File: config.mk
export PLATFORM = sky130hd
export DESIGN_NAME = s27_scan_seq
export DESIGN_NICKNAME = d
export VERILOG_FILES = /design/src/rtl/s27_pkg.sv /design/src/rtl/s27_scan_dff.sv /design/src/rtl/s27_scan_seq.sv
export SDC_FILE = /design/constraint.sdc
export NUM_CORES = 1
export LEC_CHECK = 0
export ABC_AREA = 1
export CORE_MARGIN = 2
export CORE_UTILIZATION = 42
export DETAILED_ROUTE_END_ITERATION = 10
export GPL_ROUTABILITY_DRIVEN = 0
export PLACE_DENSITY = 0.76
export SYNTH_ARGS = -nofsm -noshare
export SYNTH_HDL_FRONTEND = slang
export SYNTH_SLANG_ARGS = --single-unit
File: constraint.sdc
create_clock -name clk -period 1.8 [get_ports clk]
set_clock_uncertainty 0.1 [all_clocks]
set_input_delay 0.54 -clock clk [delete_from_list [all_inputs] [get_ports clk]]
set_output_delay 0.54 -clock clk [all_outputs]
set_load 0.05 [all_outputs]
File: src/rtl/s27_pkg.sv
// Shared constants, state encoding and counter helper for the s27 scan sequencer.
package s27_pkg;

    localparam int NUM_FF = 3;
    localparam int CNT_W  = 3;

    typedef enum logic [2:0] {
        IDLE      = 3'd0,
        SHIFT_IN  = 3'd1,
        CAPTURE   = 3'd2,
        SHIFT_OUT = 3'd3,
        DONE      = 3'd4
    } state_e;

    // True on the final cycle of a phase lasting len cycles.
    function automatic logic cnt_last(input logic [CNT_W-1:0] cnt, input int unsigned len);
        return (cnt == CNT_W'(len - 32'd1));
    endfunction

endpackage

File: src/rtl/s27_scan_dff.sv
// One mux-D scan flop: se=1 takes the serial input, se=0 takes the functional d.
module s27_scan_dff (
    input  logic clk,
    input  logic rst,
    input  logic se,
    input  logic si,
    input  logic d,
    output logic q
);

    logic q_q;
    logic q_d;

    // Scan/functional input select.
    always_comb begin
        q_d = 1'b0;
        if (se) begin
            q_d = si;
        end else begin
            q_d = d;
        end
    end

    // Storage bit with synchronous clear.
    always_ff @(posedge clk) begin
        if (rst) begin
            q_q <= 1'b0;
        end else begin
            q_q <= q_d;
        end
    end

    assign q = q_q;

endmodule

File: src/rtl/s27_scan_seq.sv
// s27 state register with a built-in one-shot scan controller:
// shift in, capture for CAPTURE_CYCLES clocks, shift out, then pulse test_done.
module s27_scan_seq
    import s27_pkg::*;
#(
    parameter int CAPTURE_CYCLES = 1
) (
    input  logic clk,
    input  logic rst,
    input  logic func_en,
    input  logic ns_g10,
    input  logic ns_g11,
    input  logic ns_g13,
    input  logic po_g17,
    output logic ps_g5,
    output logic ps_g6,
    output logic ps_g7,
    input  logic test_start,
    input  logic scan_in,
    output logic scan_out,
    output logic scan_valid,
    output logic g17_cap,
    output logic test_busy,
    output logic test_done
);

    state_e             state_q, state_d;
    logic [CNT_W-1:0]   cnt_q, cnt_d;
    logic               g17_cap_q, g17_cap_d;
    logic               scan_valid_q, scan_valid_d;
    logic               busy_q, busy_d;
    logic               done_q, done_d;
    logic               se_s;
    logic               load_s;
    logic [NUM_FF-1:0]  ns_s;
    logic [NUM_FF-1:0]  ff_q;
    logic [NUM_FF-1:0]  si_s;
    logic [NUM_FF-1:0]  d_s;

    assign ns_s = {ns_g13, ns_g11, ns_g10};

    // Chain wiring: scan_in -> ff0 -> ff1 -> ff2; hold is a d=q loop-back.
    always_comb begin
        si_s = {ff_q[NUM_FF-2:0], scan_in};
        d_s  = ff_q;
        if (load_s) begin
            d_s = ns_s;
        end else begin
            d_s = ff_q;
        end
    end

    for (genvar i = 0; i < NUM_FF; i++) begin : g_ff
        s27_scan_dff u_ff (
            .clk (clk),
            .rst (rst),
            .se  (se_s),
            .si  (si_s[i]),
            .d   (d_s[i]),
            .q   (ff_q[i])
        );
    end

    // Next-state, counter and chain-control decode; counter clears on every state change.
    always_comb begin
        state_d   = state_q;
        cnt_d     = cnt_q;
        g17_cap_d = g17_cap_q;
        se_s      = 1'b0;
        load_s    = 1'b0;
        case (state_q)
            IDLE: begin
                if (test_start) begin
                    state_d = SHIFT_IN;
                    cnt_d   = '0;
                end else if (func_en) begin
                    load_s = 1'b1;
                end else begin
                    load_s = 1'b0;
                end
            end
            SHIFT_IN: begin
                se_s = 1'b1;
                if (cnt_last(cnt_q, NUM_FF)) begin
                    state_d = CAPTURE;
                    cnt_d   = '0;
                end else begin
                    cnt_d = cnt_q + CNT_W'(1);
                end
            end
            CAPTURE: begin
                load_s = 1'b1;
                if (cnt_last(cnt_q, CAPTURE_CYCLES)) begin
                    g17_cap_d = po_g17;
                    state_d   = SHIFT_OUT;
                    cnt_d     = '0;
                end else begin
                    cnt_d = cnt_q + CNT_W'(1);
                end
            end
            SHIFT_OUT: begin
                se_s = 1'b1;
                if (cnt_last(cnt_q, NUM_FF)) begin
                    state_d = DONE;
                    cnt_d   = '0;
                end else begin
                    cnt_d = cnt_q + CNT_W'(1);
                end
            end
            DONE: begin
                state_d = IDLE;
                cnt_d   = '0;
            end
            default: begin
                state_d = IDLE;
                cnt_d   = '0;
            end
        endcase
        scan_valid_d = (state_d == SHIFT_OUT);
        busy_d       = (state_d != IDLE);
        done_d       = (state_d == DONE);
    end

    // Controller state and registered status outputs.
    always_ff @(posedge clk) begin
        if (rst) begin
            state_q      <= IDLE;
            cnt_q        <= '0;
            g17_cap_q    <= 1'b0;
            scan_valid_q <= 1'b0;
            busy_q       <= 1'b0;
            done_q       <= 1'b0;
        end else begin
            state_q      <= state_d;
            cnt_q        <= cnt_d;
            g17_cap_q    <= g17_cap_d;
            scan_valid_q <= scan_valid_d;
            busy_q       <= busy_d;
            done_q       <= done_d;
        end
    end

    assign ps_g5      = ff_q[0];
    assign ps_g6      = ff_q[1];
    assign ps_g7      = ff_q[2];
    assign scan_out   = ff_q[NUM_FF-1];
    assign scan_valid = scan_valid_q;
    assign g17_cap    = g17_cap_q;
    assign test_busy  = busy_q;
    assign test_done  = done_q;

endmodule
# --- Word level (Yosys, flattened, before mapping) ---
# Cells that the tools add are included.
word_totals:
  ff_bits: 13
  wordCells: 40
  out_inout_bits: 8
op_classes:
  n_reduce_logical: 6
  mux: 17
  n_addsub: 1
  eq_ne: 7
ops:
  columns: ["operator", "n"]
  rows:
  - ["3-bit two-way mux", 8]
  - ["3-bit by 2-bit == test with 1-bit output (second input constant)", 4]
  - ["3-bit case mux with 4 select lines", 1]
  - ["3-bit case mux with 3 select lines", 1]
  - ["3-bit logical NOT", 2]
  - ["1-bit two-way mux", 6]
  - ["3-bit by 1-bit adder with 3-bit output (second input constant)", 1]
  - ["3-bit by 1-bit == test with 1-bit output (second input constant)", 1]
  - ["3-bit == test (second input constant)", 1]
  - ["3-bit nonzero test", 1]
  - ["2-bit inequality test (second input constant)", 1]
  - ["1-bit case mux with 2 select lines", 1]
  - ["2-bit AND reduction", 1]
  - ["2-bit nonzero test", 1]
  - ["2-bit OR reduction", 1]

# --- Logic depth before layout (Yosys ltp) ---
depth:
  depth_word: 5
  ltp_mapped: 7
  ltp_nobuf: 7

# --- Hierarchy ---
# Synthesis repeated with hierarchy kept, for this count alone.
hier_totals:
  hier_cells: 99
  hier_area_um2: 693.2
by_module_without_submodules:
  columns: ["module", "cells_per_inst", "seq_area_each_um2", "n_inst", "area_each_um2"]
  rows:
  - ["s27_scan_seq", 78, 200.2, 1, 558.0]
  - ["s27_scan_dff", 7, 20.0, 3, 45.0]

# --- Least setup slack after synthesis ---
# No wires, ideal clock.
synth_timing:
  path_kind: "flip-flop to output port"
  start: "register g_ff[2].u_ff.q_q"
  end: "output scan_out"
  slack_ps: 247
  path_stages_with_launch: 2
  t_arrival_ps: 913
  path_buffers: 1
  path_cell_list: "dfxtp_1 > buf_4"
synth_lines:
  columns: ["item", "line_no", "source"]
  rows:
  - ["start: declaration", "s27_scan_dff.sv:11", "logic q_q;"]
  - ["start signal: assignment", "s27_scan_dff.sv:29", "q_q <= q_d;"]
  - ["end: declaration", "s27_scan_seq.sv:20", "output logic scan_out,"]
# No word-level cell between the ends.

# --- Worst setup path after layout ---
layout_timing:
  start: "register g_ff[2].u_ff.q_q"
  end: "output scan_out"
# No word-level cell between the ends.

==> qor.csv <==
metric,value,unit
diodes,0,
grt_util_met2,27.4,%
worstMarginPinSlew,0.278,ns
clk_pin_slew,0.08,ns
ir_worst_vdd,549,µV
grt_use_met3,5.00,%
drtIter0Drc,24,
antenna_found_initial,0,
cts_setup_buffers,0,
async_flop_share,0,%
worstPathMaxFanout,3,
io_pins,17,
rows,14,
rr_startpoint,cnt_q[0],
total_power,0.727,mW
drv_slew,0,
nNetsFinal,130,
core_region_area,1510,µm²
status,completed,
leakagePower,0.450,nW
yosys_warnings,0,
wl,1.45,mm
synth_edf_count,0,
crit_path_start_kind,flop,
cp_cell_sequence,buf_12,
finalCriticalPeriod,1.54,ns
routed_via_density,5.04,
rsz0062_at_grt,no,
tns,0,ns
globalRouteTotalUtil,17.7,%
vias,670,
clk_path_buf_depth,2,
pwr-share-seq,44.5,%
drc,0,
drtPass1Iterations,4,
grt_max_degree,9,
cts_hold_buf,0,
ctsResizeCount,0,
antenna_left,0,
placed_cells,129,
io_buffers,16,
die_area,1930,µm²
worst_setup_path_end_kind,output pin,
ys_ff_latch,13,
max_cap_violations,0,
die_w,43.9,µm
place_ws,0.0785,ns
yosysSeqAreaShare,39.0,%
swShare,32.8,%
wl_per_cell,10.9,µm
cts_buffers,3,
cts_htree_levels,1,
synthesis.area,668,µm²
critPathBufInv,1,
worstSkewPairLatency,0.28,ns
cts_num_sinks,13,
crit_slowest_cell,dfxtp_1,
area_growth,42.9,%
start_util,44.4,%
synth_cell_types,18,
required,1.16,ns
fin_util,63.4,%
crit_family,flip-flops,
chipHeight,43.9,µm
final_cell_mix,"nand2_1, nor2_1, dfxtp_1",
grt_pass1_vias,598,
syn_nets,109,
max_freq,0.651,GHz
power.internal,0.488,mW
setup_viol,0,
dp_hpwl,1.09,mm
drive_above_1_share,18.8,%
grt_overflow,0,
slew_headroom,81.4,%
p_switching,0.239,mW
cts_tree,yes,
hp-start,cnt_q[2],
clkPwrFrac,25.4,%
crit_arrival,0.90,ns
root_buffer,clkbuf_4,
fin_ws,0.263,ns
p_per_area,761,nW/µm²
syn_inst,97,
syn_area_per_cell,6.89,µm²
timing.final.hold_violations,0,
synthFlopType,dfxtp_1,
comb_power_share,30.0,%
layout_commonest_cell,nand2_1,
slowest_delay,0.44,ns
crit_type,flop to output pin,
holdCritPathClass,flop to flop,
fillCellCount,138,
grt-busiest-layer,met2,
grt_pass1_wl,2.52,mm
crit_start,g_ff[2].u_ff.q,
min_period_over_period,85.4,%
met1_usage,22.4,%
layout.cells.non_filler,133,
per-stage QoR:
stage | cell area [µm²] | hold slack (ns)
after floorplan | 668 | 0.398
after global placement | 928 | 0.412
after detailed placement | 928 | 0.432
after CTS | 955 | 0.443
after global routing | 955 | 0.491
final | 955 | 0.437
sequential cells by signal, summed over array words and instances (netlist names):
signal and cells:
cnt_q 3, g_ff.u_ff.q 3, state_q 3, g17_cap 1
scan_valid 1, test_busy 1, test_done 1
power groups by stage:
stage                     Clock [mW]  Combinational [mW]  Sequential (mW)
after floorplan                    0              0.0926            0.359
after global placement             0               0.214            0.329
after detailed placement           0               0.218            0.330
after CTS                      0.184               0.219            0.324
after global routing           0.200               0.238            0.327
final                          0.185               0.218            0.324
final timing paths:
check / to / slack [ns] / depth (start not counted)
worst min-delay path: cnt_q[2] / 0.44 / 3
worst max-delay path: scan_out / 0.26 / 1
worst min register to register: cnt_q[2] / 0.44 / 3
worst max register to register: test_busy / 0.38 / 7
cell type report:
cell class                      count  area, µm²  area share, %
Inverter                           14       52.6           5.50
Timing Repair Buffer               17        248           26.0
Sequential cell                    13        260           27.3
Multi-Input combinational cell     69        348           36.4
Clock buffer                        4       26.3           2.75
Tap cell                           16       20.0           2.10
per-layer routing:
metal,up-vias,share of wire [%],wire length [µm]
met3,4,7.1,103
met2,22,43,625
met5,-,0,0
met1,299,47,686
li1,345,-,-
met4,0,2.0,29
synthesized netlist by cell type (2+ instances only):
cell type,count,share of area (%)
nor2_1,15,8.4
nor4_1,2,1.9
dfxtp_1,13,39
o21ai_0,2,1.5
inv_1,11,6.2
nand4_1,2,1.9
nand3_1,8,6.0
ha_1,3,5.6
nor2_2,3,2.8
nand2_1,25,14
inv_2,3,1.7
o21ai_1,3,2.2
nand2_2,2,1.9
cell families after synthesis:
group / share of synthesized area [%]
compound gates: 7.30
fa+ha+maj: 5.62
simple gates: 39.1
buf+inv: 8.99
flops: 39.0
Power figures use the tool's default switching activity.
